==> src/rtl/uart_pkg.sv <==
// Shared definitions for the oversampled UART receiver.
//   - parity mode encodings used by the PARITY_BIT parameter
//   - receiver FSM state encoding
//   - parity_check helper: turns the XOR of data and parity bits into a pass flag
package uart_pkg;

    localparam int PARITY_NONE = 0;
    localparam int PARITY_ODD  = 1;
    localparam int PARITY_EVEN = 2;

    typedef enum logic [2:0] {
        IDLE   = 3'd0,
        START  = 3'd1,
        DATA   = 3'd2,
        PARITY = 3'd3,
        STOP   = 3'd4,
        DONE   = 3'd5
    } uart_state_t;

    // xor_all is the XOR of every data bit and the received parity bit.
    // Odd parity passes when that XOR is 1, even parity when it is 0.
    function automatic logic parity_check(input logic xor_all, input int mode);
        logic ok;
        if (mode == PARITY_ODD) begin
            ok = xor_all;
        end else begin
            ok = ~xor_all;
        end
        return ok;
    endfunction

endpackage

==> src/rtl/uart_bit_timer.sv <==
// Bit-period down-counter for the UART receiver.
// Ports:
//   i_clk, i_rst_n : clock, asynchronous active-low reset
//   load_half      : load the start-bit (half period) delay
//   load_full      : load one full bit period
//   run            : enables tick generation while a frame is in progress
//   tick           : 1-cycle pulse marking the mid-bit sampling point
// The half load is OVERSAMPLE_FACTOR/2 - 2 because the start edge is only seen
// one cycle after the synchronizer output falls and the tick fires on the cycle
// after the counter reaches zero; together this lands the start-bit sample
// 2 + OVERSAMPLE_FACTOR/2 cycles after the raw line edge.
module uart_bit_timer #(
    parameter int OVERSAMPLE_FACTOR = 16
) (
    input  logic i_clk,
    input  logic i_rst_n,
    input  logic load_half,
    input  logic load_full,
    input  logic run,
    output logic tick
);

    localparam int CNT_W = $clog2(OVERSAMPLE_FACTOR);
    localparam logic [CNT_W-1:0] HALF_LOAD = CNT_W'(OVERSAMPLE_FACTOR / 2 - 2);
    localparam logic [CNT_W-1:0] FULL_LOAD = CNT_W'(OVERSAMPLE_FACTOR - 1);
    localparam logic [CNT_W-1:0] CNT_ZERO  = {CNT_W{1'b0}};

    logic [CNT_W-1:0] cnt_q;
    logic [CNT_W-1:0] cnt_d;

    // Next counter value: loads win, otherwise count down and park at zero.
    always_comb begin
        cnt_d = cnt_q;
        if (load_half) begin
            cnt_d = HALF_LOAD;
        end else if (load_full) begin
            cnt_d = FULL_LOAD;
        end else if (cnt_q != CNT_ZERO) begin
            cnt_d = cnt_q - CNT_W'(1);
        end else begin
            cnt_d = cnt_q;
        end
    end

    // Counter register.
    always_ff @(posedge i_clk or negedge i_rst_n) begin
        if (!i_rst_n) begin
            cnt_q <= CNT_ZERO;
        end else begin
            cnt_q <= cnt_d;
        end
    end

    // Every tick in a running frame is followed by a reload or a return to
    // IDLE, so this is a single-cycle pulse.
    assign tick = run && (cnt_q == CNT_ZERO);

endmodule

==> src/rtl/uart_rx_oversampled.sv <==
// Oversampled UART receiver.
// Ports:
//   i_clk, i_rst_n : clock, asynchronous active-low reset
//   rx             : raw serial line (idles high, asynchronous)
//   flush          : clears converted and data_valid at the next edge
//   data           : last completed frame, bit 0 = first bit received
//   converted      : sticky "a frame completed" flag
//   data_valid     : sticky "last frame had good parity and stop bits"
//   busy           : high while a frame is being received
module uart_rx_oversampled
    import uart_pkg::*;
#(
    parameter int FRAME_BITS        = 8,
    parameter int PARITY_BIT        = 0,
    parameter int STOP_BITS         = 1,
    parameter int OVERSAMPLE_FACTOR = 16
) (
    input  logic                  i_clk,
    input  logic                  i_rst_n,
    input  logic                  rx,
    input  logic                  flush,
    output logic [FRAME_BITS-1:0] data,
    output logic                  converted,
    output logic                  data_valid,
    output logic                  busy
);

    localparam bit PAR_EN = (PARITY_BIT == PARITY_ODD) || (PARITY_BIT == PARITY_EVEN);
    localparam int CNT_W  = $clog2(FRAME_BITS + 1);
    localparam logic [CNT_W-1:0] LAST_DATA = CNT_W'(FRAME_BITS - 1);
    localparam logic [CNT_W-1:0] LAST_STOP = CNT_W'(STOP_BITS - 1);
    localparam logic [CNT_W-1:0] CNT_ZERO  = {CNT_W{1'b0}};

    logic                  rx_meta_q, rx_meta_d;
    logic                  rx_sync_q, rx_sync_d;
    logic                  armed_q, armed_d;
    uart_state_t           state_q, state_d;
    logic [CNT_W-1:0]      bit_cnt_q, bit_cnt_d;
    logic [FRAME_BITS-1:0] shift_q, shift_d;
    logic                  par_ok_q, par_ok_d;
    logic                  stop_ok_q, stop_ok_d;
    logic [FRAME_BITS-1:0] data_q, data_d;
    logic                  converted_q, converted_d;
    logic                  data_valid_q, data_valid_d;
    logic                  busy_q, busy_d;

    logic load_half_s;
    logic load_full_s;
    logic run_s;
    logic tick_s;

    uart_bit_timer #(
        .OVERSAMPLE_FACTOR(OVERSAMPLE_FACTOR)
    ) u_bit_timer (
        .i_clk    (i_clk),
        .i_rst_n  (i_rst_n),
        .load_half(load_half_s),
        .load_full(load_full_s),
        .run      (run_s),
        .tick     (tick_s)
    );

    // Receiver FSM, shift register and sticky output flags.
    always_comb begin
        rx_meta_d    = rx;
        rx_sync_d    = rx_meta_q;
        // armed: the line has been seen high since the last start/framing error,
        // so a line stuck low after a bad stop bit cannot retrigger.
        armed_d      = rx_sync_q ? 1'b1 : armed_q;
        state_d      = state_q;
        bit_cnt_d    = bit_cnt_q;
        shift_d      = shift_q;
        par_ok_d     = par_ok_q;
        stop_ok_d    = stop_ok_q;
        data_d       = data_q;
        busy_d       = busy_q;
        load_half_s  = 1'b0;
        load_full_s  = 1'b0;
        run_s        = (state_q != IDLE) && (state_q != DONE);

        // Flush first so a completing frame in the same cycle overrides it.
        if (flush) begin
            converted_d  = 1'b0;
            data_valid_d = 1'b0;
        end else begin
            converted_d  = converted_q;
            data_valid_d = data_valid_q;
        end

        case (state_q)
            IDLE: begin
                if (!rx_sync_q && armed_q) begin
                    state_d     = START;
                    load_half_s = 1'b1;
                    busy_d      = 1'b1;
                    armed_d     = 1'b0;
                    par_ok_d    = 1'b1;
                    stop_ok_d   = 1'b1;
                    bit_cnt_d   = CNT_ZERO;
                end else begin
                    state_d = IDLE;
                end
            end
            START: begin
                if (tick_s && rx_sync_q) begin
                    state_d = IDLE;
                    busy_d  = 1'b0;
                end else if (tick_s) begin
                    state_d     = DATA;
                    load_full_s = 1'b1;
                end else begin
                    state_d = START;
                end
            end
            DATA: begin
                if (tick_s) begin
                    shift_d     = {rx_sync_q, shift_q[FRAME_BITS-1:1]};
                    load_full_s = 1'b1;
                    if (bit_cnt_q == LAST_DATA) begin
                        bit_cnt_d = CNT_ZERO;
                        state_d   = PAR_EN ? PARITY : STOP;
                    end else begin
                        bit_cnt_d = bit_cnt_q + CNT_W'(1);
                    end
                end else begin
                    state_d = DATA;
                end
            end
            PARITY: begin
                if (tick_s) begin
                    par_ok_d    = parity_check((^shift_q) ^ rx_sync_q, PARITY_BIT);
                    load_full_s = 1'b1;
                    state_d     = STOP;
                end else begin
                    state_d = PARITY;
                end
            end
            STOP: begin
                if (tick_s) begin
                    if (!rx_sync_q) begin
                        stop_ok_d = 1'b0;
                        armed_d   = 1'b0;
                    end else begin
                        stop_ok_d = stop_ok_q;
                    end
                    if (bit_cnt_q == LAST_STOP) begin
                        state_d = DONE;
                    end else begin
                        bit_cnt_d   = bit_cnt_q + CNT_W'(1);
                        load_full_s = 1'b1;
                    end
                end else begin
                    state_d = STOP;
                end
            end
            DONE: begin
                data_d       = shift_q;
                converted_d  = 1'b1;
                data_valid_d = par_ok_q && stop_ok_q;
                busy_d       = 1'b0;
                state_d      = IDLE;
            end
            default: begin
                state_d = IDLE;
                busy_d  = 1'b0;
            end
        endcase
    end

    // All state and output registers; reset abandons any frame in progress.
    always_ff @(posedge i_clk or negedge i_rst_n) begin
        if (!i_rst_n) begin
            rx_meta_q    <= 1'b1;
            rx_sync_q    <= 1'b1;
            armed_q      <= 1'b1;
            state_q      <= IDLE;
            bit_cnt_q    <= CNT_ZERO;
            shift_q      <= {FRAME_BITS{1'b0}};
            par_ok_q     <= 1'b1;
            stop_ok_q    <= 1'b1;
            data_q       <= {FRAME_BITS{1'b0}};
            converted_q  <= 1'b0;
            data_valid_q <= 1'b0;
            busy_q       <= 1'b0;
        end else begin
            rx_meta_q    <= rx_meta_d;
            rx_sync_q    <= rx_sync_d;
            armed_q      <= armed_d;
            state_q      <= state_d;
            bit_cnt_q    <= bit_cnt_d;
            shift_q      <= shift_d;
            par_ok_q     <= par_ok_d;
            stop_ok_q    <= stop_ok_d;
            data_q       <= data_d;
            converted_q  <= converted_d;
            data_valid_q <= data_valid_d;
            busy_q       <= busy_d;
        end
    end

    assign data       = data_q;
    assign converted  = converted_q;
    assign data_valid = data_valid_q;
    assign busy       = busy_q;

endmodule

==> config.mk <==
export PLATFORM = sky130hd
export DESIGN_NAME = uart_rx_oversampled
export DESIGN_NICKNAME = d
export VERILOG_FILES = /design/src/rtl/uart_pkg.sv /design/src/rtl/uart_bit_timer.sv /design/src/rtl/uart_rx_oversampled.sv
export SDC_FILE = /design/constraint.sdc
export NUM_CORES = 1
export LEC_CHECK = 0
export ABC_AREA = 1
export ABC_CLOCK_PERIOD_IN_PS = 5500
export CAP_MARGIN = 20
export CORE_ASPECT_RATIO = 0.6
export CORE_MARGIN = 1
export CORE_UTILIZATION = 55
export CTS_BUF_LIST = sky130_fd_sc_hd__clkbuf_16
export CTS_CLUSTER_DIAMETER = 40
export CTS_CLUSTER_SIZE = 8
export DETAILED_ROUTE_END_ITERATION = 8
export PLACE_DENSITY = 0.78
export SLEW_MARGIN = 10
export SYNTH_ARGS = -nofsm -noshare
export SYNTH_HDL_FRONTEND = slang
export SYNTH_HIERARCHICAL = 1
export SYNTH_SLANG_ARGS = --single-unit
export TNS_END_PERCENT = 10
==> constraint.sdc <==
create_clock -name i_clk -period 5.5 [get_ports i_clk]
set_input_delay 1.1 -clock i_clk [delete_from_list [all_inputs] [get_ports i_clk]]
set_output_delay 1.1 -clock i_clk [all_outputs]
set_load 0.1 [all_outputs]
==> impl_metrics.env <==
export IMPL_hpwl_um=2530
export IMPL_synth_top_cell_area_share=0.409
export IMPL_area_growth_pct=19.4
export IMPL_status="finished, final reports clean"
export IMPL_cts_sinks=35
export IMPL_grt_pass1_vias=1210
export IMPL_drv_slew=0
export IMPL_die_h_um=46.7
export IMPL_crit_type="reg2out"
export IMPL_path_clk_slew_ns=0.05
export IMPL_max_vdd_ir_drop_mv=0.280
export IMPL_power_leakage_nw=1.12
export IMPL_ys_top_cells_by_area="dfrtp_1 41%, nand2_1 15%, dfstp_2 7.2%"
export IMPL_yosysTopAreaCell="dfrtp_1"
export IMPL_synth_nets=239
export IMPL_hold_buffers=0
export IMPL_nFillCells=236
export IMPL_setup_viol=0
export IMPL_nNetsFinal=259
export IMPL_syn_mean_instance_area_um2=7.94
export IMPL_start_kind="flop"
export IMPL_grt_antenna_before_repair=0
export IMPL_start_util=0.607
export IMPL_crit_path_start="data[1]$_DFFE_PN0P_"
export IMPL_synth_seq_cells=35
export IMPL_num_rows=15
export IMPL_crit_buf_inv=1
export IMPL_finalHoldViolations=0
export IMPL_die_w_um=76.6
export IMPL_grt_max_degree=36
export IMPL_ys_seq_area_frac=0.481
export IMPL_diodes=0
export IMPL_grtUsageTotal=0.235
export IMPL_grt_overflow_total=0
export IMPL_grt_pass1_wl_um=6040
export IMPL_netlist_cell_type_count=28
export IMPL_cp_top_family="buffers and inverters"
export IMPL_power_density_nw_per_um2=435
export IMPL_p_sw_frac=0.354
export IMPL_drc=0
export IMPL_cts_max_level=2
export IMPL_critPathRequiredTime_ns=4.40
export IMPL_postCtsResizedCells=0
export IMPL_synth_area_um2=1830
export IMPL_min_to="rx_sync_q$_DFF_PN1_"
export IMPL_internal_power_mw=0.616
export IMPL_io_buffers=14
export IMPL_via_per_inst=5.03
export IMPL_drtPass1Iterations=5
export IMPL_timing_fmax_mhz=347
export IMPL_crit_chain="clkdlybuf4s50_1"
export IMPL_ant_nets=0
export IMPL_hold_path_class="reg2reg"
export IMPL_tritoncts_num_buffers=5
export IMPL_p_comb_frac=0.316
export IMPL_relSlewSlack=0.355
export IMPL_fin_crit_sh=0.523
export IMPL_layout_commonest_cell="nand2_1"
export IMPL_slowest_stage="clkdlybuf4s50_1"
export IMPL_layout_setup_ws_ns=2.62
export IMPL_worst_slew_pin_transition_ns=0.965
export IMPL_io_pins=15
export IMPL_drive_gt1_frac=0.135
export IMPL_slowest_delay_ns=1.14
export IMPL_root_buffer="clkbuf_16"
export IMPL_synth_warnings=6
export IMPL_timing_rr_end="u_bit_timer/cnt_q[3]$_DFFE_PN0P_"
export IMPL_postCtsSetupRepairBufs=0
export IMPL_wirelength_um=3520
export IMPL_dieArea_um2=3580
export IMPL_cts_tree="built"
export IMPL_worstPathArrival_ns=1.78
export IMPL_clock_path_buffers=2
export IMPL_max_cap_violations=0
export IMPL_period_needed_ns=2.88
export IMPL_crit_path_max_fanout=2
export IMPL_whs_path_depth=0
export IMPL_power_frac_seq=0.357
export IMPL_rr_worst_depth=15
export IMPL_drt_iter0_markers=153
export IMPL_clock_power_share=0.328
export IMPL_vias=1479
export IMPL_syn_inst=231
export IMPL_skew_ns=0.00536
export IMPL_insertion_delay_ns=0.28
export IMPL_rrSetupSlack_ns=3.00
export IMPL_layout_common_cells="74 x nand2_1, 34 x inv_1, 30 x dfrtp_1"
export IMPL_min_delay_start="rx_meta_q$_DFF_PN1_"
export IMPL_endpoint_kind="output pin"
export IMPL_core_area_um2=3020
export IMPL_detail_route_wl_per_cell_um=12.0
export IMPL_utilization=0.725
export IMPL_rr_startpoint="state_q[0]$_DFFE_PN0P_"
export IMPL_dpl_worst_slack_ns=2.92
export IMPL_gp_congestion=0.842
export IMPL_netSwitchingPower_mw=0.337
export IMPL_setup_tns_ns=0
export IMPL_rsz0062_at_grt="false"
-- power groups by stage --
stage / combinational [mW] / sequential (mW) / clock [mW]
2_1_floorplan: 0.193 / 0.380 / 0
3_3_place_gp: 0.299 / 0.343 / 0
3_5_place_dp: 0.297 / 0.344 / 0
4_1_cts: 0.300 / 0.340 / 0.318
5_1_grt: 0.340 / 0.346 / 0.330
6_report: 0.301 / 0.340 / 0.312
-- stage by stage --
stage | area (um^2) | cells | power (mW) | hold slack, ns
6_report | 2190 | 294 | 0.953 | 0.358
5_1_grt | 2190 | 294 | 1.02 | 0.355
4_1_cts | 2190 | 294 | 0.958 | 0.356
3_5_place_dp | 2030 | 286 | 0.641 | 0.347
3_3_place_gp | 2030 | 286 | 0.641 | 0.346
2_1_floorplan | 1830 | 231 | 0.573 | 0.345
-- worst max path at each step --
stage | endpoint | slack (ns) | cells past startpoint
global placement | data[1] | 2.93 | 1
detailed placement | data[1] | 2.92 | 1
finish | data[1] | 2.62 | 1
floorplan | data[0] | 3.50 | 0
CTS | data[1] | 2.62 | 1
global route | data[6] | 2.59 | 1
-- state kept, by name, indices dropped and copies added, names as in the netlist --
register,count
state_q,3
data,8
bit_cnt_q,4
stop_ok_q,1
shift_q,8
rx_meta_q,1
data_valid,1
busy,1
par_ok_q,1
u_bit_timer/cnt_q,4
converted,1
rx_sync_q,1
armed_q,1
-- Yosys cell counts --
library cell   n
o21ai_1        2
inv_2          7
ha_1           4
o211ai_1       1
dfrtp_1       30
o21ai_2        1
o31ai_1        1
nor4_1         1
clkbuf_1       1
nor3_1         4
nor2_4         3
nand3b_1       1
bufinv_8       1
nor2_8         1
nor2_1        10
a21oi_2        1
inv_1         34
buf_2          1
a211oi_1       1
nand2_1       74
nand2_4        2
dfstp_2        5
a21oi_1        4
xor2_1         3
nand3_2        1
o21ai_0       23
nand3_1       10
nor2_2         4
-- cells by family after synthesis --
logic type      synth area share
fa+ha+maj                 0.0273
flops                      0.481
buf+inv                   0.0982
xor+xnor                  0.0143
simple gates               0.278
compound gates             0.101
-- area by class of cell --
type | instances | area, um^2 | area share
flip-flops and latches | 35 | 882 | 0.403
multi-input cells | 152 | 772 | 0.353
inverters | 42 | 171 | 0.0783
repair buffers | 15 | 148 | 0.0674
clock buffers | 5 | 125 | 0.0571
well taps | 42 | 52.6 | 0.0240
clock inverters | 3 | 38.8 | 0.0177
-- routing by layer --
layer	wire [um]	GRT usage	up-vias
li1	-	-	757
met1	1860	0.372	669
met2	1300	0.301	51
met3	328	0.0660	2
met4	20	0.0808	0
met5	0	0	-
(Power assumes the default switching activity.)
